--- config.mk ---
export PLATFORM = sky130hd
export DESIGN_NAME = key_debounce
export DESIGN_NICKNAME = d
export VERILOG_FILES = /design/src/rtl/key_debounce_pkg.sv /design/src/rtl/key_debounce_sync_2ff.sv /design/src/rtl/key_debounce.sv
export SDC_FILE = /design/constraint.sdc
export NUM_CORES = 1
export LEC_CHECK = 0
export CORE_AREA = 3 3 40 42
export DETAILED_ROUTE_END_ITERATION = 8
export DIE_AREA = 0 0 43 45
export PLACE_DENSITY = 0.59
export SLEW_MARGIN = 20
export SYNTH_ARGS = -nofsm -noshare
export SYNTH_HDL_FRONTEND = slang
export SYNTH_SLANG_ARGS = --single-unit
export TNS_END_PERCENT = 5
--- constraint.sdc ---
create_clock -name CLK -period 2.41 [get_ports CLK]
set_input_delay 0.482 -clock CLK [delete_from_list [all_inputs] [get_ports CLK]]
set_output_delay 0.482 -clock CLK [all_outputs]
set_load 0.005 [all_outputs]
--- src/rtl/key_debounce_pkg.sv ---
// Shared definitions for the pushbutton debouncer: FSM state encodings and
// the counter-width helper.
package key_debounce_pkg;

    typedef enum logic [1:0] {
        ST_IDLE      = 2'b00,
        ST_ARM_PRESS = 2'b01,
        ST_PRESSED   = 2'b10,
        ST_ARM_REL   = 2'b11
    } state_e;

    // Width needed to count 0..n-1, never less than one bit.
    function automatic int cnt_width(input int n);
        return (n > 1) ? $clog2(n) : 1;
    endfunction

endpackage

--- src/rtl/key_debounce_sync_2ff.sv ---
// Two-flop synchroniser for a single asynchronous input, reusable for any
// KEY/SW pin; clears to 0 on synchronous reset.
module sync_2ff (
    input  logic CLK,
    input  logic RST,
    input  logic D,
    output logic Q
);

    logic s1_q;
    logic s2_q;

    always_ff @(posedge CLK) begin
        if (RST) begin
            s1_q <= 1'b0;
            s2_q <= 1'b0;
        end else begin
            s1_q <= D;
            s2_q <= s1_q;
        end
    end

    assign Q = s2_q;

endmodule

--- src/rtl/key_debounce.sv ---
// Debounces one raw pushbutton into a clean pressed level plus one-cycle
// press/release strobes, with an optional count-enable time base.
//
// state        | meaning
// ST_IDLE      | key released, waiting for a press
// ST_ARM_PRESS | key seen pressed, counting stable ticks before accepting
// ST_PRESSED   | key accepted as pressed
// ST_ARM_REL   | key seen released, counting stable ticks before accepting
module key_debounce
    import key_debounce_pkg::*;
#(
    parameter bit          ACTIVE_LOW   = 1'b1,
    parameter int unsigned STABLE_TICKS = 16
) (
    input  logic CLK,
    input  logic RST,
    input  logic IN,
    input  logic TICK,
    output logic OUT,
    output logic PRESS,
    output logic RELEASE
);

    localparam int CNT_W = cnt_width(STABLE_TICKS);
    localparam logic [CNT_W-1:0] CNT_LAST = CNT_W'(STABLE_TICKS - 1);

    logic             in_s;
    state_e           state_q, state_d;
    logic [CNT_W-1:0] cnt_q, cnt_d;
    logic             out_q, out_d;
    logic             press_q, press_d;
    logic             rel_q, rel_d;

    // Polarity is fixed before synchronising so reset leaves "not pressed".
    sync_2ff u_sync (
        .CLK (CLK),
        .RST (RST),
        .D   (IN ^ ACTIVE_LOW),
        .Q   (in_s)
    );

    always_ff @(posedge CLK) begin
        if (RST) begin
            state_q <= ST_IDLE;
            cnt_q   <= '0;
            out_q   <= 1'b0;
            press_q <= 1'b0;
            rel_q   <= 1'b0;
        end else begin
            state_q <= state_d;
            cnt_q   <= cnt_d;
            out_q   <= out_d;
            press_q <= press_d;
            rel_q   <= rel_d;
        end
    end

    always_comb begin
        state_d = state_q;
        cnt_d   = cnt_q;
        out_d   = out_q;
        press_d = 1'b0;
        rel_d   = 1'b0;
        unique case (state_q)
            ST_IDLE: begin
                out_d = 1'b0;
                if (in_s) begin
                    state_d = ST_ARM_PRESS;
                    cnt_d   = '0;
                end
            end
            ST_ARM_PRESS: begin
                out_d = 1'b0;
                if (!in_s) begin
                    state_d = ST_IDLE;
                end else if (TICK && cnt_q == CNT_LAST) begin
                    state_d = ST_PRESSED;
                    out_d   = 1'b1;
                    press_d = 1'b1;
                end else if (TICK) begin
                    cnt_d = cnt_q + CNT_W'(1);
                end
            end
            ST_PRESSED: begin
                out_d = 1'b1;
                if (!in_s) begin
                    state_d = ST_ARM_REL;
                    cnt_d   = '0;
                end
            end
            ST_ARM_REL: begin
                out_d = 1'b1;
                if (in_s) begin
                    state_d = ST_PRESSED;
                end else if (TICK && cnt_q == CNT_LAST) begin
                    state_d = ST_IDLE;
                    out_d   = 1'b0;
                    rel_d   = 1'b1;
                end else if (TICK) begin
                    cnt_d = cnt_q + CNT_W'(1);
                end
            end
            default: begin
                state_d = ST_IDLE;
                out_d   = 1'b0;
            end
        endcase
    end

    assign OUT     = out_q;
    assign PRESS   = press_q;
    assign RELEASE = rel_q;

endmodule

==> Yosys cells after proc, flatten, opt, wreduce, memory -nomap -nowiden <==
Cells that the tools add are included.
{ "classes": {"n_addsub": 1, "n_eq_ne": 10, "n_mux": 19, "bitwise": 3, "reduce_logical": 6} }
{ "ops": {"columns": ["cell", "count"], "rows": [
  ["4-bit 2-to-1 mux", 6],
  ["4-bit case mux with 4 select lines", 1],
  ["2-bit 2-to-1 mux", 6],
  ["2-bit case mux with 4 select lines", 1],
  ["4-bit AND reduction", 2],
  ["4-bit by 1-bit adder with 4-bit output (second input constant)", 1],
  ["2-bit == test (second input constant)", 2],
  ["4-bit == test (second input constant)", 1],
  ["1-bit 2-to-1 mux", 4],
  ["2-bit by 1-bit inequality test with 1-bit output (second input constant)", 2],
  ["2-bit inequality test (second input constant)", 2],
  ["1-bit case mux with 4 select lines", 1],
  ["3-bit by 2-bit inequality test with 1-bit output (second input constant)", 1],
  ["3-bit inequality test (second input constant)", 1],
  ["1-bit NOT", 3],
  ["3-bit OR reduction", 1],
  ["2-bit by 1-bit == test with 1-bit output (second input constant)", 1],
  ["2-bit logical NOT", 1],
  ["2-bit OR reduction", 1],
  ["1-bit logical AND", 1]
]} }
{ "totals": {"ff_bits": 11, "output_inout_bits": 3, "word_cells": 46} }

==> Longest topological paths before layout <==
Gate-level depths: netlist (run 1).
{ "logic_depth": {"word_depth": 5, "mapped_depth": 5} }

==> By module <==
Synthesis (run 1) repeated with hierarchy kept, for this count alone.
{ "hier_totals": {"cells_unflattened": 47, "hier_area_um2": 452.9} }
{ "modules_own_cells": {"columns": ["mod", "instances", "cells_per_inst", "area_per_inst_um2"], "rows": [
  ["key_debounce", 1, 43, 400.4],
  ["sync_2ff", 1, 4, 52.6]
]} }

==> Least setup slack after synthesis (run 1) <==
OpenSTA, ideal clock, no wires.
{ "synth_timing": {"kind": "register -> register", "from": "register cnt_q[0]", "to": "register cnt_q[0]", "setup_ns": 0.086, "arrival_ns": 1.432, "path_slack_ns": 0.892, "stages_incl_launch_ff": 6, "synth_period_minus_slack_ns": 1.518, "cell_sequence": "dfxtp_1 -> ha_1 -> and3_1 -> clkbuf_1 -> or4_1 -> a211oi_1"} }
{ "synth_via": {"elab_chain_len": 5} }
{ "synth_rtl": {"columns": ["element", "line", "source"], "rows": [
  ["start, declared", "key_debounce.sv:29", "logic [CNT_W-1:0] cnt_q, cnt_d;"],
  ["start signal, assigned", "key_debounce.sv:51", "cnt_q <= cnt_d;"],
  ["4-bit by 1-bit adder with 4-bit output / 4-bit == test (equally long branches)", null, null],
  ["4-bit 2-to-1 mux / 1-bit logical AND (equally long branches)", null, null],
  ["4-bit 2-to-1 mux (*)", "key_debounce.sv:76", "end else if (TICK && cnt_q == CNT_LAST) begin"],
  ["4-bit 2-to-1 mux, on equally long branches", "key_debounce.sv:93, key_debounce.sv:74", null],
  ["4-bit case mux with 4 select lines (*)", "key_debounce.sv:64", "unique case (state_q)"]
]} }
Every way passes the cells marked *; elsewhere a longest branch is shown, timed or not. The select of a mux whose other input is x is not followed.
A chain may end at the register's enable or synchronous reset.

==> Worst setup path in the final report (run 1) <==
{ "layout_timing": {"from": "input port TICK", "to": "register cnt_q[0]"} }
{ "layout_via": {"elab_chain_len": 4} }
{ "layout_rtl": {"columns": ["element", "line", "source"], "rows": [
  ["start, declared", "key_debounce.sv:18", "input logic TICK,"],
  ["4-bit 2-to-1 mux / 1-bit logical AND (equally long branches)", null, null],
  ["4-bit 2-to-1 mux (*)", null, null],
  ["4-bit 2-to-1 mux, on equally long branches", null, null],
  ["4-bit case mux with 4 select lines (*)", null, null]
]} }
Marks and branches as above.

==> flow_results.org, run 1 <==
** Route
- Total number of vias :: 394
- For this run, design rule violations remaining after detail routing come to 0.
- Iteration count of the initial detailed-routing pass :: 4
- Number of vias per cell after detailed routing :: 5.324
- Routed WL :: 841 um
- Average wire length per cell after detail routing :: 11.36 um
- Number of nets with antenna violations after detailed routing :: 0
- After the first detailed-routing iteration, the DRC count stood at 7.

** Place
- Input and output buffers added on the ports amount to 6.
- At the end of routability-driven placement, the weighted congestion stood at 0.7009.
- Final HPWL DP :: 644.6 um
- Total placed cells including tap cells :: 70
- Worst-case setup slack after placement :: 0.4025 ns

** Critical path
- STA classifies the critical path endpoint as a register.
- The critical path runs through a total of 4 cells.
- Slowest CP cell :: sky130_fd_sc_hd__clkdlybuf4s50_1
- In this run the register-to-register setup slack is 0.85 ns.
- In this run the worst setup path terminates at cnt_q[0]$_SDFFE_PP0P_.
- The cell family contributing the most delay on the critical path is buffers and inverters.
- Data arrival time of the worst path :: 1.92 ns
- At the worst endpoint, the required time is 2.59 ns.
- In this run the critical register-to-register path is launched from cnt_q[0]$_SDFFE_PP0P_.
- The worst setup path is of the input pin to register kind.
- In this run the worst setup path begins at TICK.
- Together, buffers and inverters on the worst path number 2.
- Of all nets on the critical path, the largest fanout is 7.
- Worst-case reg-to-reg path depth :: 4
- In this run the critical register-to-register path is captured at cnt_q[0]$_SDFFE_PP0P_.
- The worst setup path is launched from an input pin.
- Slowest stage delay, CP :: 0.59 ns
- Walking the worst path, the cells encountered are clkdlybuf4s50_1 -> inv_1 -> or4_1 -> a211oi_1.

** Floorplanning
- Die Area :: 1935 um^2
- The floorplan has 13 rows.
- 7 I/O pins were placed.
- Area of the core :: 1285 um^2
- In this run the horizontal extent of the chip is 43 um.
- The die is 45 um tall.
- For this configuration, the core starts out at a cell density of 36.51%.

** Final layout
- Number of nets in the final layout :: 65
- Multi-input gate area in the final layout :: 230.2 um^2
- The library cell used most frequently in the layout, excluding fill and tap cells, is sky130_fd_sc_hd__dfxtp_1.
- In the final layout, flip-flops and latches occupy 220.2 um^2.
- The repair_antennas step left the layout with diodes totalling 0.
- The finished layout holds 74 standard cells, fillers aside.
- The filler cells instantiated in the layout total 133.
- Share of final-layout standard cells stronger than drive strength 1 :: 8.475%
- Area growth from synthesis to layout :: 21.60%
- Most frequent cells in the layout :: 11 x sky130_fd_sc_hd__dfxtp_1, 6 x sky130_fd_sc_hd__clkdlybuf4s50_1

** Status
- Run status :: completed

** GRT
- Overflow left after global routing :: 0
- Number of global-route vias before repair :: 366
- For this run, the total global-route usage over all layers was measured as 9.858%.
- Global-route wire length before repair :: 1.455 mm
- Entering global routing, the biggest net connects 10 pins.
- The number of antenna violations at the first check in global routing came to 0.

** Power and ir drop
- In this run the static leakage power is 0.2028 nW.
- Across the VDD grid, the largest voltage drop is 0.2256 mV.
- Overall power :: 0.0003262 W
- Areal power density over the cells :: 571.7 nW/um^2

** Logic synthesis
- Register bit count reported by yosys :: 11
- A synthesized cell averages 9.200 um^2.
- For this run, the register share of the synthesized area comes to 46.93%.
- Yosys printed 0 warnings.
- Synthesis instantiated 24 different standard cells from the library.
- Post-synth net total :: 56
- Number of instances in the synthesized netlist :: 51
- In this run the cell area of the synthesized design comes to 469.2 um^2.

** Clocking
- Buffers added to address setup during post-CTS repair amount to 0.
- The clock drives 11 sinks.
- The number of hold buffers added after CTS was 0.
- The later pin in the worst-skew pair is clocked with a latency of 0.26 ns.
- Post-CTS repair changed the size of 0 cells.
- The tree is rooted in a sky130_fd_sc_hd__clkbuf_4.
- After clock tree synthesis, the clock-pin slew on the worst setup and hold paths is 0.07 ns.
- In this run, CTS created clock tree buffers numbering 3.
- CTS built an H-tree with a depth of 1.
- TritonCTS clock tree :: done
- Maximum buffer depth of the clock tree :: 2

** Timing
- Setup slack on the critical path of the routed design comes to 0.6654 ns.
- The final count of pins violating max slew came to 0.
- After layout, the worst path uses 72.39% of the clock period.
- The final count of hold timing violations came to 0.
- Setup violations remaining at the end of the flow were counted as 0.
- Setup total negative slack on the finished layout was measured at 0 ns.
- At the pin with the least slew margin, the transition time is 0.6059 ns.
- Max_slew headroom :: 59.32%
- Worst clock skew :: 0.006441 ns
- Setup repair after global routing missed its margin :: false
- For the finished layout, the period the worst path requires is 1.745 ns.
- Based on the critical path, the design can be clocked at up to 573.2 MHz.

** Min path
- Hold Crit Class :: register to register

** Run
- Max-cap violations in this run came to 0.
## report_power, final
| part | switching [W] | internal [W] | leakage [nW] | total (W) |
|---|---|---|---|---|
| registers | 0.00000251 | 0.000184 | 0.0891 | 0.000187 |
| clock network | 0.0000572 | 0.0000638 | 0.0150 | 0.000121 |
| logic | 0.00000971 | 0.00000882 | 0.0986 | 0.0000185 |
| total | 0.0000695 | 0.000257 | 0.203 | 0.000326 |
## synth_stat cells (all sizes together)
cell type / instances / area share (%)
nand4: 1 / 1.3
dfxtp: 11 / 47
mux2i: 1 / 2.1
a21oi: 2 / 2.1
and3: 2 / 2.7
inv: 2 / 1.6
o31ai: 1 / 1.6
nand3b: 1 / 1.6
nor2: 3 / 2.4
a211oi: 2 / 3.2
nand2: 3 / 2.4
ha: 1 / 2.7
o21ai: 2 / 2.1
a311o: 1 / 2.4
nand3: 3 / 3.2
xnor2: 1 / 1.9
clkbuf: 3 / 2.4
nor2b: 1 / 1.3
xor2: 1 / 1.9
nor4b: 3 / 5.6
nor4: 3 / 4.0
a31oi: 1 / 1.3
o211ai: 1 / 1.6
or4: 1 / 1.6
## state kept, by name, indices dropped and copies added (netlist names), named ones only
| register | flops |
|---|---|
| cnt_q | 4 |
| OUT | 1 |
| PRESS | 1 |
| RELEASE | 1 |
| state_q | 1 |
| u_sync.Q | 1 |
| u_sync.s1_q | 1 |
## metal layers
layer	vias up	global-route usage [%]	share of wire, %	routed length, um
met4	0	3.614	0	0
met1	177	12.90	53	447
met5	-	0	0	0
met2	8	14.97	42	354
li1	209	-	-	-
met3	0	3.586	4.6	39
## layout make-up
type,count,share of cell area [%]
tap,15,3.289
clock buffer,4,4.605
inverter,2,1.316
timing repair buffer,7,11.84
multi-input combinational,35,40.35
sequential,11,38.60
## how the worst min path moves through the flow
stage	startpoint	to	slack [ns]	cells past startpoint
finish	u_sync.s1_q$_SDFF_PP0_	u_sync.Q$_SDFF_PP0_	0.44	1
global route	u_sync.s1_q$_SDFF_PP0_	u_sync.Q$_SDFF_PP0_	0.47	1
CTS	u_sync.s1_q$_SDFF_PP0_	u_sync.Q$_SDFF_PP0_	0.44	1
detailed placement	u_sync.s1_q$_SDFF_PP0_	u_sync.Q$_SDFF_PP0_	0.42	1
global placement	u_sync.s1_q$_SDFF_PP0_	u_sync.Q$_SDFF_PP0_	0.42	1
floorplan	u_sync.s1_q$_SDFF_PP0_	u_sync.Q$_SDFF_PP0_	0.41	1
## per-stage QoR
step	hold WS (ns)	util, %	cell area [um^2]
2_1_floorplan	0.4138	-	469.2
5_1_grt	0.4701	44.40	570.5
3_5_place_dp	0.4249	42.36	544.3
3_3_place_gp	0.4222	42.36	544.3
4_1_cts	0.4416	44.40	570.5
6_report	0.4422	44.40	570.5
## cells by family (layout without fill, tap and decap cells)
kind of cell             after synthesis  after routing  share of synthesized area [%]
AND/OR/NAND/NOR                       21             21                          26.14
flip-flops                            11             11                          46.93
AO/OA/AOI/OAI                         10             10                          14.40
buffers and inverters                  5             13                          4.000
XOR/XNOR                               2              2                          3.734
adder cells (fa/ha/maj)                1              1                          2.666
multiplexers                           1              1                          2.133
No activity file was read; power rests on OpenSTA's default activity.
==> inputs of run 2 (changes only) <==
--- a/config.mk
+++ b/config.mk
@@ -8,7 +8,7 @@
 export CORE_AREA = 3 3 40 42
 export DETAILED_ROUTE_END_ITERATION = 8
 export DIE_AREA = 0 0 43 45
-export PLACE_DENSITY = 0.59
+export PLACE_DENSITY = 0.61
 export SLEW_MARGIN = 20
 export SYNTH_ARGS = -nofsm -noshare
 export SYNTH_HDL_FRONTEND = slang
==> constraint.sdc (replaced) <==
create_clock -name CLK -period 1.5 [get_ports CLK]
set_input_delay 0.3 -clock CLK [delete_from_list [all_inputs] [get_ports CLK]]
set_output_delay 0.3 -clock CLK [all_outputs]
set_load 0.005 [all_outputs]
==> flow_results.org, run 2 (same netlist as run 1, synthesis figures left out) <==
** Final layout
- Most flop-heavy register :: cnt_q
- The register with the most flip-flops in the layout has 4 of them.
- Leaving out fill and tap cells, the most frequent cell in the layout is sky130_fd_sc_hd__dfxtp_1.
- At the end of the flow the core is filled with cells to 50.34%.
- Share of final-layout standard cells stronger than drive strength 1 :: 25.37%
- Multi-input gate area in the final layout :: 246.5 um^2
- Sequential cell area :: 220.2 um^2
- Relative to the synthesized area, the layout overhead comes to 37.87%.
- Number of nets in the final layout :: 73
- Counting the fill cells in the layout gives 126.
- Antenna diode instance count :: 0
- The top cell types in the final layout, fill and taps aside, are 11 x sky130_fd_sc_hd__dfxtp_1, 9 x sky130_fd_sc_hd__buf_4, 6 x sky130_fd_sc_hd__clkdlybuf4s50_1.

** Timing
- Final critical-path share of the clock period :: 94.04%
- The worst path needs 1.411 ns of the cycle, external delays included.
- Derived from the worst setup path, the maximum achievable clock frequency is 708.9 MHz.
- Setup repair after global routing missed its margin :: false
- Setup Viol. Count Final :: 0
- Total negative slack :: 0 ns
- Count of final hold-check violations :: 0
- Max_slew headroom :: 74.45%
- Actual slew at the worst max-slew pin :: 0.3805 ns
- The final count of pins violating max slew came to 0.
- Worst clock skew :: 0.003538 ns

** Clocking
- CTS built an H-tree with a depth of 1.
- Clock sink count :: 11
- Once the clock tree was built, the setup fixing pass inserted 0 buffers.
- Maximum buffer depth of the clock tree :: 2
- After clock tree synthesis, the clock-pin slew on the worst setup and hold paths is 0.07 ns.
- Buffers inserted during clock tree synthesis total 3.
- In this run the clock root is driven by a sky130_fd_sc_hd__clkbuf_4.
- Clock latency on the worst-skew pair :: 0.26 ns
- TritonCTS built the clock tree.

** Power and ir drop
- Clock Power Share :: 36.2%
- IR Drop Worst-Case VDD :: 0.3889 mV
- In this run, flip-flops and latches consume 55.7% of the power.
- Combinational logic is responsible for 8.1% of the overall power.
- In this run the power spent charging and discharging nets is 0.0001143 W.
- Power spread over the standard cell area amounts to 829.7 nW/um^2.
- Net switching is 21.30% of the power.
- In this run the static leakage power is 0.2407 nW.
- P_int :: 0.0004224 W

** Min path
- In this run the most critical hold path is launched from u_sync.s1_q$_SDFF_PP0_.
- The path with the worst hold slack has its endpoint at u_sync.Q$_SDFF_PP0_.
- Hold Crit Class :: register to register
- Along the worst hold path, the cell count comes to 1.

** Critical path
- Worst-case reg-to-reg path depth :: 4
- STA classifies the critical path endpoint as a register.
- For flop-to-flop paths, the worst setup slack is 0.09 ns.
- Startpoint of the most critical register-to-register path :: cnt_q[0]$_SDFFE_PP0P_
- The critical path is of the register to register type.
- Capturing point of the worst reg2reg path :: cnt_q[0]$_SDFFE_PP0P_
- Worst Setup Start Kind :: register
- Maximum fanout along the worst path :: 6
- For the worst setup path, the data required time is 1.69 ns.
- Data arrival time of the worst path :: 1.60 ns

** GRT
- For this run the aggregate overflow at the end of global routing stands at 0.
- The number of antenna violations at the first check in global routing came to 0.
- Global routing consumed, over all layers together, 11.51% of the routing resources.
- Global-route wire length before repair :: 1.621 mm
- The via count of the first global-routing pass was 415.
- Entering global routing, the biggest net connects 9 pins.

** Route
- DRC violation count after routing :: 0
- Dividing the detail-routed via count by the number of cells gives 5.293.
- The detail route stage leaves a number of antenna-violating nets equal to 0.
- The first TritonRoute pass finished after 2 iterations.
- Average wire length per cell after detail routing :: 11.73 um
- The routed layout has 434 vias.
- Routed WL :: 962 um
- The detailed router finished its first iteration with 8 violations.

** Place
- Global placer's final weighted congestion :: 0.7909
- The count of buffers added on input and output ports is 6.
- Final HPWL DP :: 736 um

** Status
- The run finished with clean final reports.

** Floorplanning
- For this configuration, the core starts out at a cell density of 36.51%.
- Chip Width :: 43 um
- From bottom edge to top edge, the die measures 45 um.
- The floorplan step defined a die boundary enclosing 1935 um^2.
- Number of rows created at floorplan :: 13
- I/O pin cnt :: 7
- Area of the core :: 1285 um^2

** Run
- Number of max-cap violations :: 0
run 2: worst max-delay path, cell delays in order (launching register included):
cell and delay (ns):
sky130_fd_sc_hd__dfxtp_1 0.33, sky130_fd_sc_hd__ha_2 0.19, sky130_fd_sc_hd__and3_4 0.20, sky130_fd_sc_hd__or4_4 0.41
sky130_fd_sc_hd__a211oi_2 0.21
run 2: how the worst max path moves through the flow:
| stage | startpoint | slack, ns | depth (start not counted) | endpoint |
|---|---|---|---|---|
| 3_3_place_gp | TICK | -0.11 | 4 | cnt_q[0]$_SDFFE_PP0P_ |
| 6_report | cnt_q[0]$_SDFFE_PP0P_ | 0.09 | 4 | cnt_q[0]$_SDFFE_PP0P_ |
| 4_1_cts | cnt_q[0]$_SDFFE_PP0P_ | 0.04 | 4 | cnt_q[0]$_SDFFE_PP0P_ |
| 3_5_place_dp | TICK | -0.14 | 4 | cnt_q[0]$_SDFFE_PP0P_ |
| 2_1_floorplan | cnt_q[0]$_SDFFE_PP0P_ | 0.02 | 5 | cnt_q[0]$_SDFFE_PP0P_ |
| 5_1_grt | register | 0.02 | 4 | cnt_q[3]$_SDFFE_PP0P_ |
run 2: cell type report:
cell class                 count  area share (%)
sequential                    11           34.04
tap                           15           2.901
clock buffer                   4           4.062
inverter                       2           1.161
multi-input combinational     35           38.10
timing repair buffer          15           19.73
run 2: routing by layer:
| layer | part of all wire (%) | GRT usage (%) | routed length, um |
|---|---|---|---|
| met5 | 0 | 0 | 0 |
| met4 | 1.4 | 7.229 | 13 |
| met1 | 50 | 13.08 | 479 |
| met2 | 43 | 17.07 | 417 |
| met3 | 5.3 | 5.976 | 51 |
run 2: stage by stage:
stage / hold WS, ns / cell area [um^2] / setup slack, ns / instances / power [W]
finish: 0.4480 / 646.9 / 0.08942 / 82 / 0.0005367
global route: 0.4635 / 646.9 / 0.01568 / 82 / 0.0005685
detailed placement: 0.4333 / 606.8 / -0.1354 / 78 / 0.0003469
global placement: 0.4182 / 606.8 / -0.1136 / 78 / 0.0003469
floorplan: 0.3667 / 471.7 / 0.01811 / 51 / 0.0003208
CTS: 0.4535 / 633.1 / 0.03566 / 82 / 0.0005471
run 2: power groups by stage:
stage	logic, W	clock network [W]	registers, W
floorplan	0.0000159	0	0.000305
global placement	0.0000412	0	0.000306
detailed placement	0.0000411	0	0.000306
CTS	0.0000413	0.000207	0.000299
global route	0.0000477	0.000221	0.000299
finish	0.0000436	0.000194	0.000299
run 2: what timing repair did:
action | in CTS | in global routing
resized for setup | 0 | 4
setup endpoints to repair | 0 | 1
endpoints found under the hold margin | 0 | 0
hold buffers | 0 | 0
